### config.mk
export PLATFORM = sky130hd
export DESIGN_NAME = sha_ctrl_multiblock
export DESIGN_NICKNAME = d
export VERILOG_FILES = /design/src/rtl/sha_ctrl_pkg.sv /design/src/rtl/sha_round_counter.sv /design/src/rtl/sha_ctrl_multiblock.sv
export SDC_FILE = /design/constraint.sdc
export NUM_CORES = 1
export LEC_CHECK = 0
export BUFFER_PORTS_ARGS = -buffer_cell sky130_fd_sc_hd__clkbuf_2
export CORE_AREA = 4 4 241 243
export CTS_CLUSTER_DIAMETER = 100
export DETAILED_ROUTE_END_ITERATION = 6
export DIE_AREA = 0 0 245 247
export SKIP_LAST_GASP = 1
export SLEW_MARGIN = 5
export SYNTH_ARGS = -nofsm -noshare
export SYNTH_HDL_FRONTEND = slang
export SYNTH_SLANG_ARGS = --single-unit
### constraint.sdc
create_clock -name clk -period 5 [get_ports clk]
set_input_delay 0.25 -clock clk [delete_from_list [all_inputs] [get_ports clk]]
set_output_delay 0.25 -clock clk [all_outputs]
set_load 0.01 [all_outputs]
### src/rtl/sha_ctrl_pkg.sv
// sha_ctrl_pkg: shared states, default SHA sizing constants and a saturating counter helper
package sha_ctrl_pkg;
  typedef enum logic [2:0] {IDLE, LOAD, ROUND, ADD, CAPT, OUT} state_t;
  localparam int SHA256_WORD_W = 32;
  localparam int SHA256_ROUNDS = 64;
  localparam int SHA512_WORD_W = 64;
  localparam int SHA512_ROUNDS = 80;
  localparam int SHA_MSG_WORDS = 16;
  function automatic logic [15:0] sat_inc16(input logic [15:0] v);
    return (v == 16'hFFFF) ? v : v + 16'd1;
  endfunction
endpackage

### src/rtl/sha_round_counter.sv
// sha_round_counter: wrapping 0..MAX-1 counter with clear, enable and terminal-count flag
module sha_round_counter #(
  parameter int W   = 4,
  parameter int MAX = 16
) (
  input  logic         clk,
  input  logic         reset_n,
  input  logic         clr,
  input  logic         en,
  output logic [W-1:0] cnt,
  output logic         tc
);
  assign tc = cnt == W'(MAX - 1);
  always_ff @(posedge clk or negedge reset_n)
    if (!reset_n) cnt <= '0;
    else if (clr) cnt <= '0;
    else if (en) cnt <= tc ? '0 : cnt + W'(1);
endmodule

### src/rtl/sha_ctrl_multiblock.sv
// sha_ctrl_multiblock: multi-block SHA load/round/add sequencer; define SHA224_MODE_EN for the 224-bit digest mode
module sha_ctrl_multiblock
  import sha_ctrl_pkg::*;
#(
  parameter int WORD_W    = SHA256_WORD_W,
  parameter int ROUNDS    = SHA256_ROUNDS,
  parameter int MSG_WORDS = SHA_MSG_WORDS,
  localparam int RT_W     = $clog2(ROUNDS),
  localparam int HASH_W   = 8 * WORD_W
) (
  input  logic              clk,
  input  logic              reset_n,
  input  logic              start,
  input  logic              abort,
  input  logic [WORD_W-1:0] msg_data,
  input  logic              msg_valid,
  input  logic              msg_last,
  output logic              msg_ready,
  output logic              sched_we,
  output logic [3:0]        sched_addr,
  output logic [WORD_W-1:0] sched_wdata,
  output logic              sched_init,
  output logic              round_en,
  output logic [RT_W-1:0]   round_t,
  output logic              comp_init,
  output logic              comp_add,
  input  logic [HASH_W-1:0] hash_in,
  output logic [HASH_W-1:0] hash_out,
  output logic              hash_valid,
  input  logic              hash_ready,
  output logic              done,
  output logic              busy,
  output logic [15:0]       block_cnt,
`ifdef SHA224_MODE_EN
  input  logic              mode_224,
  output logic              comp_iv_sel,
`endif
  output logic              protocol_err
);
  state_t state, state_nx;
  logic start_go, accept, load_tc, round_tc, last_flag;
  logic [HASH_W-1:0] cap;
  assign start_go = state == IDLE && start && !abort;
  assign accept = state == LOAD && msg_valid;
  sha_round_counter #(.W(4), .MAX(MSG_WORDS)) u_load_cnt (
    .clk(clk), .reset_n(reset_n), .clr(abort || start_go), .en(accept),
    .cnt(sched_addr), .tc(load_tc)
  );
  sha_round_counter #(.W(RT_W), .MAX(ROUNDS)) u_round_cnt (
    .clk(clk), .reset_n(reset_n), .clr(abort), .en(state == ROUND),
    .cnt(round_t), .tc(round_tc)
  );
  always_comb begin
    msg_ready = state == LOAD;
    sched_we = accept;
    sched_wdata = accept ? msg_data : '0;
    sched_init = start_go || (state == ADD && !last_flag);
    comp_init = start_go;
    round_en = state == ROUND;
    comp_add = state == ADD;
    hash_valid = state == OUT;
    done = state == OUT && hash_ready && !abort;
    busy = state != IDLE;
    case (state)
      IDLE:    state_nx = start ? LOAD : IDLE;
      LOAD:    state_nx = accept && load_tc ? ROUND : LOAD;
      ROUND:   state_nx = round_tc ? ADD : ROUND;
      ADD:     state_nx = last_flag ? CAPT : LOAD;
      CAPT:    state_nx = OUT;
      OUT:     state_nx = hash_ready ? IDLE : OUT;
      default: state_nx = IDLE;
    endcase
    if (abort) state_nx = IDLE;
  end
  always_ff @(posedge clk or negedge reset_n)
    if (!reset_n) state <= IDLE;
    else state <= state_nx;
`ifdef SHA224_MODE_EN
  logic mode_r;
  always_ff @(posedge clk or negedge reset_n)
    if (!reset_n) mode_r <= 1'b0;
    else if (start_go) mode_r <= mode_224;
  assign comp_iv_sel = mode_r;
  assign cap = mode_r ? {hash_in[HASH_W-1:WORD_W], {WORD_W{1'b0}}} : hash_in;
`else
  assign cap = hash_in;
`endif
  always_ff @(posedge clk or negedge reset_n)
    if (!reset_n) begin
      last_flag <= 1'b0;
      block_cnt <= '0;
      protocol_err <= 1'b0;
      hash_out <= '0;
    end else begin
      if (abort || start_go) last_flag <= 1'b0;
      else if (accept && load_tc) last_flag <= msg_last;
      if (abort || start_go) block_cnt <= '0;
      else if (state == ADD) block_cnt <= sat_inc16(block_cnt);
      if (start_go) protocol_err <= 1'b0;
      else if (accept && msg_last && !load_tc) protocol_err <= 1'b1;
      if (state == CAPT && !abort) hash_out <= cap;
    end
endmodule

* Yosys cells after proc, flatten, opt, wreduce, memory -nomap -nowiden
Index checks and enable logic that the tools add are counted.
Cells by class: add/subtract/negate cells 3, equal/unequal tests 9, multiplexer cells 21, reduce and logical (&&, ||, !) cells 23
Operators with widths (number):
- $mux 16 | 3
- $mux 32 | 1
- $mux 6 | 3
- $pmux 3 s6 | 1
- $add 16x1->16 const B | 1
- $eq 16x16->1 const B | 1
- $mux 4 | 3
- $logic_and 1x1->1 | 10
- $reduce_bool 2->1 | 5
- $mux 3 | 3
- $add 6x1->6 const B | 1
- $eq 3x2->1 const B | 2
- $eq 3x3->1 const B | 2
- $eq 6x6->1 const B | 1
- $mux 1 | 6
- $add 4x1->4 const B | 1
- $eq 4x4->1 const B | 1
- $eq 3x1->1 const B | 1
- $logic_not 1->1 | 3
- $logic_not 3->1 | 1
- $reduce_bool 3->1 | 1
- $logic_or 1x1->1 | 2
- $mux 2 | 1
- $ne 2x1->1 const B | 1
- $reduce_and 2->1 | 1
Word-level totals: register bits after elaboration 287, bits of input ports 295, output and inout bits 324, logic and storage cells 63

* Logic depth before layout (Yosys ltp)
depth after elaboration 6, gate-level depth with buffers 6

* By module
From an unflattened synthesis, not the netlist that was laid out.
Unflattened totals: cell total of the unflattened synthesis 770, area total of the unflattened synthesis 11451.0 µm²
Modules (own cells, without submodules):
- sha_ctrl_multiblock | times used 1, cells each 718, area an instance 10924.2 µm², seq. area each 6931.6 µm²
- sha_round_counter at u_round_cnt | times used 1, cells each 32, area an instance 320.3 µm², seq. area each 150.1 µm²
- sha_round_counter at u_load_cnt | times used 1, cells each 20, area an instance 206.4 µm², seq. area each 100.1 µm²

* Least setup slack after synthesis
OpenSTA, ideal clock, no wires.
kind flip-flop to output port, start point register state[2], end point output port sched_wdata[10], data arrival time 1.698 ns, path slack 3.052 ns, cell stages (with the launch flop) 6, buffers on the path 3, cells stage by stage dfrtp_1 > clkbuf_1 > nor4bb_1 > clkbuf_1 > clkbuf_1 > and2_1
On the way: word-level cells in the longest chain between the ends 3
Ends and longest elaborated chain:
- start, declared | line sha_ctrl_multiblock.sv:40 | state_t state, state_nx;
- start signal, assigned | line sha_ctrl_multiblock.sv:77 | else state <= state_nx;
- $eq 3x1->1 | line sha_ctrl_multiblock.sv:44 | assign accept = state == LOAD && msg_valid;
- $logic_and 1x1->1 | line sha_ctrl_multiblock.sv:44
- $mux 32 | line sha_ctrl_multiblock.sv:56 | sched_wdata = accept ? msg_data : '0;
- end, declared | line sha_ctrl_multiblock.sv:21 | output logic [WORD_W-1:0] sched_wdata,
Every way passes these cells.

* Worst setup path in the final report
start point register state[1], end point output port sched_wdata[17]
The elaborated chain is that of the path after synthesis.

==> impl_metrics.tcl <==
set metrics [dict create \
    status "completed" \
    clockBufferDepth 3 \
    cp-end-kind "output port" \
    rows 87 \
    crit_slowest_cell "nor4bb_4" \
    route.detailed.drc 0 \
    dr.first_iter.drc_count 239 \
    critPathArrivalTime_ns 2.38 \
    cts_tree "done" \
    synth_nets 1059 \
    grt_setup_unrepaired "false" \
    final_cell_mix "clkbuf_2 (617), dfrtp_1 (287), mux2_2 (256), dlygate4sd3_1 (255), clkbuf_16 (36)" \
    first_global_vias 10765 \
    cts-buffers-inserted 35 \
    cts_setup_buffers 0 \
    synth_area_per_cell_um2 15.0 \
    setup-tns-final_ns 0 \
    yosysUniqueCellTypes 42 \
    ant_nets 0 \
    post_route_cells_drive_above_1_share_pct 57.0 \
    critical-path-top-delay-family "simple AND/OR/NAND/NOR gates" \
    yosysSeqAreaShare_pct 63.1 \
    synth_edf_count 0 \
    synth_flop_cell "dfrtp_1" \
    ys_ff_latch 287 \
    leakagePower_nw 9.55 \
    grt_overflow_total 0 \
    wl_um 37300 \
    viasPerCell 3.99 \
    ff2ff_setup_slack_ns 2.58 \
    min_path_type "primary input to register" \
    coreArea_um2 56000 \
    final_hold_viol_count 0 \
    syn_inst 761 \
    drv_cap 0 \
    vias 9646 \
    wl_per_cell_um 15.4 \
    cp_max_fo 21 \
    fin_crit_sh_pct 52.7 \
    start_kind "register" \
    clkTransAtPathRegs_ns 0.06 \
    synth_top_area_share_pct 63.1 \
    synth_area_um2 11400 \
    cts_resized 0 \
    synthArstFlopShare_pct 100 \
    cellPowerDensity_nw_per_um2 318 \
    ctsHoldBuffers 254 \
    start_util_pct 20.3 \
    finalSetupViolCount 0 \
    fp.dieH_um 247 \
    ys_warn_count 0 \
    synth_area_leaders "dfrtp_1 (63%), mux2_2 (25%), and2_1 (1.8%)" \
    synth_top_area_cell "dfrtp_1" \
    dr.pass1.iters 4 \
    peakVddDrop_mv 0.220 \
    dpl-instance-area_um2 15300 \
    num-nets-final 1933 \
    maxSlewViolCount 0 \
    path_buf_inv 2 \
    htree_levels 2 \
    cts_sinks 287 \
    dp_cells 2099 \
    area_growth_pct 67.8 \
    crit_chain "nor4bb_4 > buf_4 > and2_1 > clkbuf_2" \
    io_buffers 618 \
    grt_util_all_layers_pct 11.7 \
    finClkSkew_ns 0.0229 \
    grt_pass1_wl_um 57700 \
    fin_crit_ns 2.63 \
    clk_latency_ns 0.54 \
    final_common_cell "clkbuf_2" \
    worstPathRequired_ns 4.75 \
    final_area_um2 19100 \
    antenna_found_initial 1 \
    max_freq_ghz 0.380 \
    io_pins 619 \
    gp_congestion 0.829 \
    die_w_um 245 \
    grt_start_max_net_pins 161 \
    hpwl_um 25400 \
    tightest_slew_ns 1.09 \
    die_area_um2 60500 \
    cts-root-buf "clkbuf_16" \
    slew_headroom_pct 27.1 \
    crit_type "register to output port" \
    slowest_delay_ns 0.74 \
    fin_cells 2419 \
]
==> state kept, by name, summed over array words and instances (netlist names) <==
| register | flops |
|---|---|
| hash_out | 256 |
| block_cnt | 16 |
| u_round_cnt.cnt | 6 |
| u_load_cnt.cnt | 4 |
| state | 3 |
| last_flag | 1 |
| protocol_err | 1 |
==> report_power, final <==
part	switching, mW	internal, mW	total (mW)
Combinational	0.388	0.488	0.876
Clock	0.999	1.57	2.57
Sequential	0.114	2.51	2.63
==> through the flow <==
| stage | setup slack (ns) | hold slack (ns) | power [mW] | utilization (%) |
|---|---|---|---|---|
| finish | 2.37 | 0.0496 | 6.07 | 34.1 |
| detailed placement | 2.63 | 0.384 | 3.38 | 27.4 |
| CTS | 2.31 | 0.00276 | 6.18 | 34.1 |
| floorplan | 3.05 | -0.0456 | 2.93 | - |
| global route | 2.10 | 0.00340 | 6.38 | 34.1 |
| global placement | 2.73 | 0.361 | 3.36 | 27.4 |
==> logic make-up after synthesis <==
group	Yosys count	share of synthesized area, %
AOI/OAI and AO/OA	43	2.31
xor gates and xnor gates	7	0.539
adders and majority gates	3	0.330
buffers and inverters	45	1.87
DFF	287	63.1
muxes	260	25.7
and+or+nand+nor	116	6.19
==> worst reg2reg max path: stages, from the launching register on <==
cell	delay (ns)
dfrtp_1	0.50
nand2b_1	0.23
nor3_2	0.31
buf_12	0.41
mux2_2	0.86
==> layer usage <==
metal / routed length (um) / vias to the layer above / track usage (%)
met5: 0 / - / 0
met4: 1620 / 0 / 5.30
met3: 3260 / 91 / 4.27
met2: 18700 / 431 / 20.5
met1: 13700 / 4651 / 12.8
li1: - / 4473 / -
==> worst paths after layout <==
kind                                from         endpoint  cells past startpoint
min                          hash_in[37]     hash_out[37]                      2
max                             state[1]  sched_wdata[17]                      4
max reg2reg                     state[1]     hash_out[23]                      4
min in group asynchronous        reset_n     hash_out[20]                      3
min reg2reg                hash_out[114]    hash_out[114]                      1
max in group asynchronous        reset_n    hash_out[131]                      3
==> cells in the mapped netlist, drive strengths merged (4+ instances only) <==
master / count
o21ai: 7
mux2i: 4
xor2: 6
nand3: 7
nand2: 13
and2: 33
mux2: 256
clkbuf: 10
o31ai: 7
or4: 10
or3: 6
dfrtp: 287
nor2: 13
inv: 4
a21oi: 20
nand4: 6
buf: 31
nor3: 6
==> layout make-up <==
class | instances | area, um^2
antenna | 2 | 5.00
clock inverter | 18 | 194
inverter | 4 | 15.0
multi-input combinational | 429 | 4020
timing repair buffer | 878 | 5740
fill | 5456 | 36900
tap | 756 | 946
clock buffer | 45 | 995
sequential | 287 | 7180
Note: power is estimated with default switching activity, not from simulation.
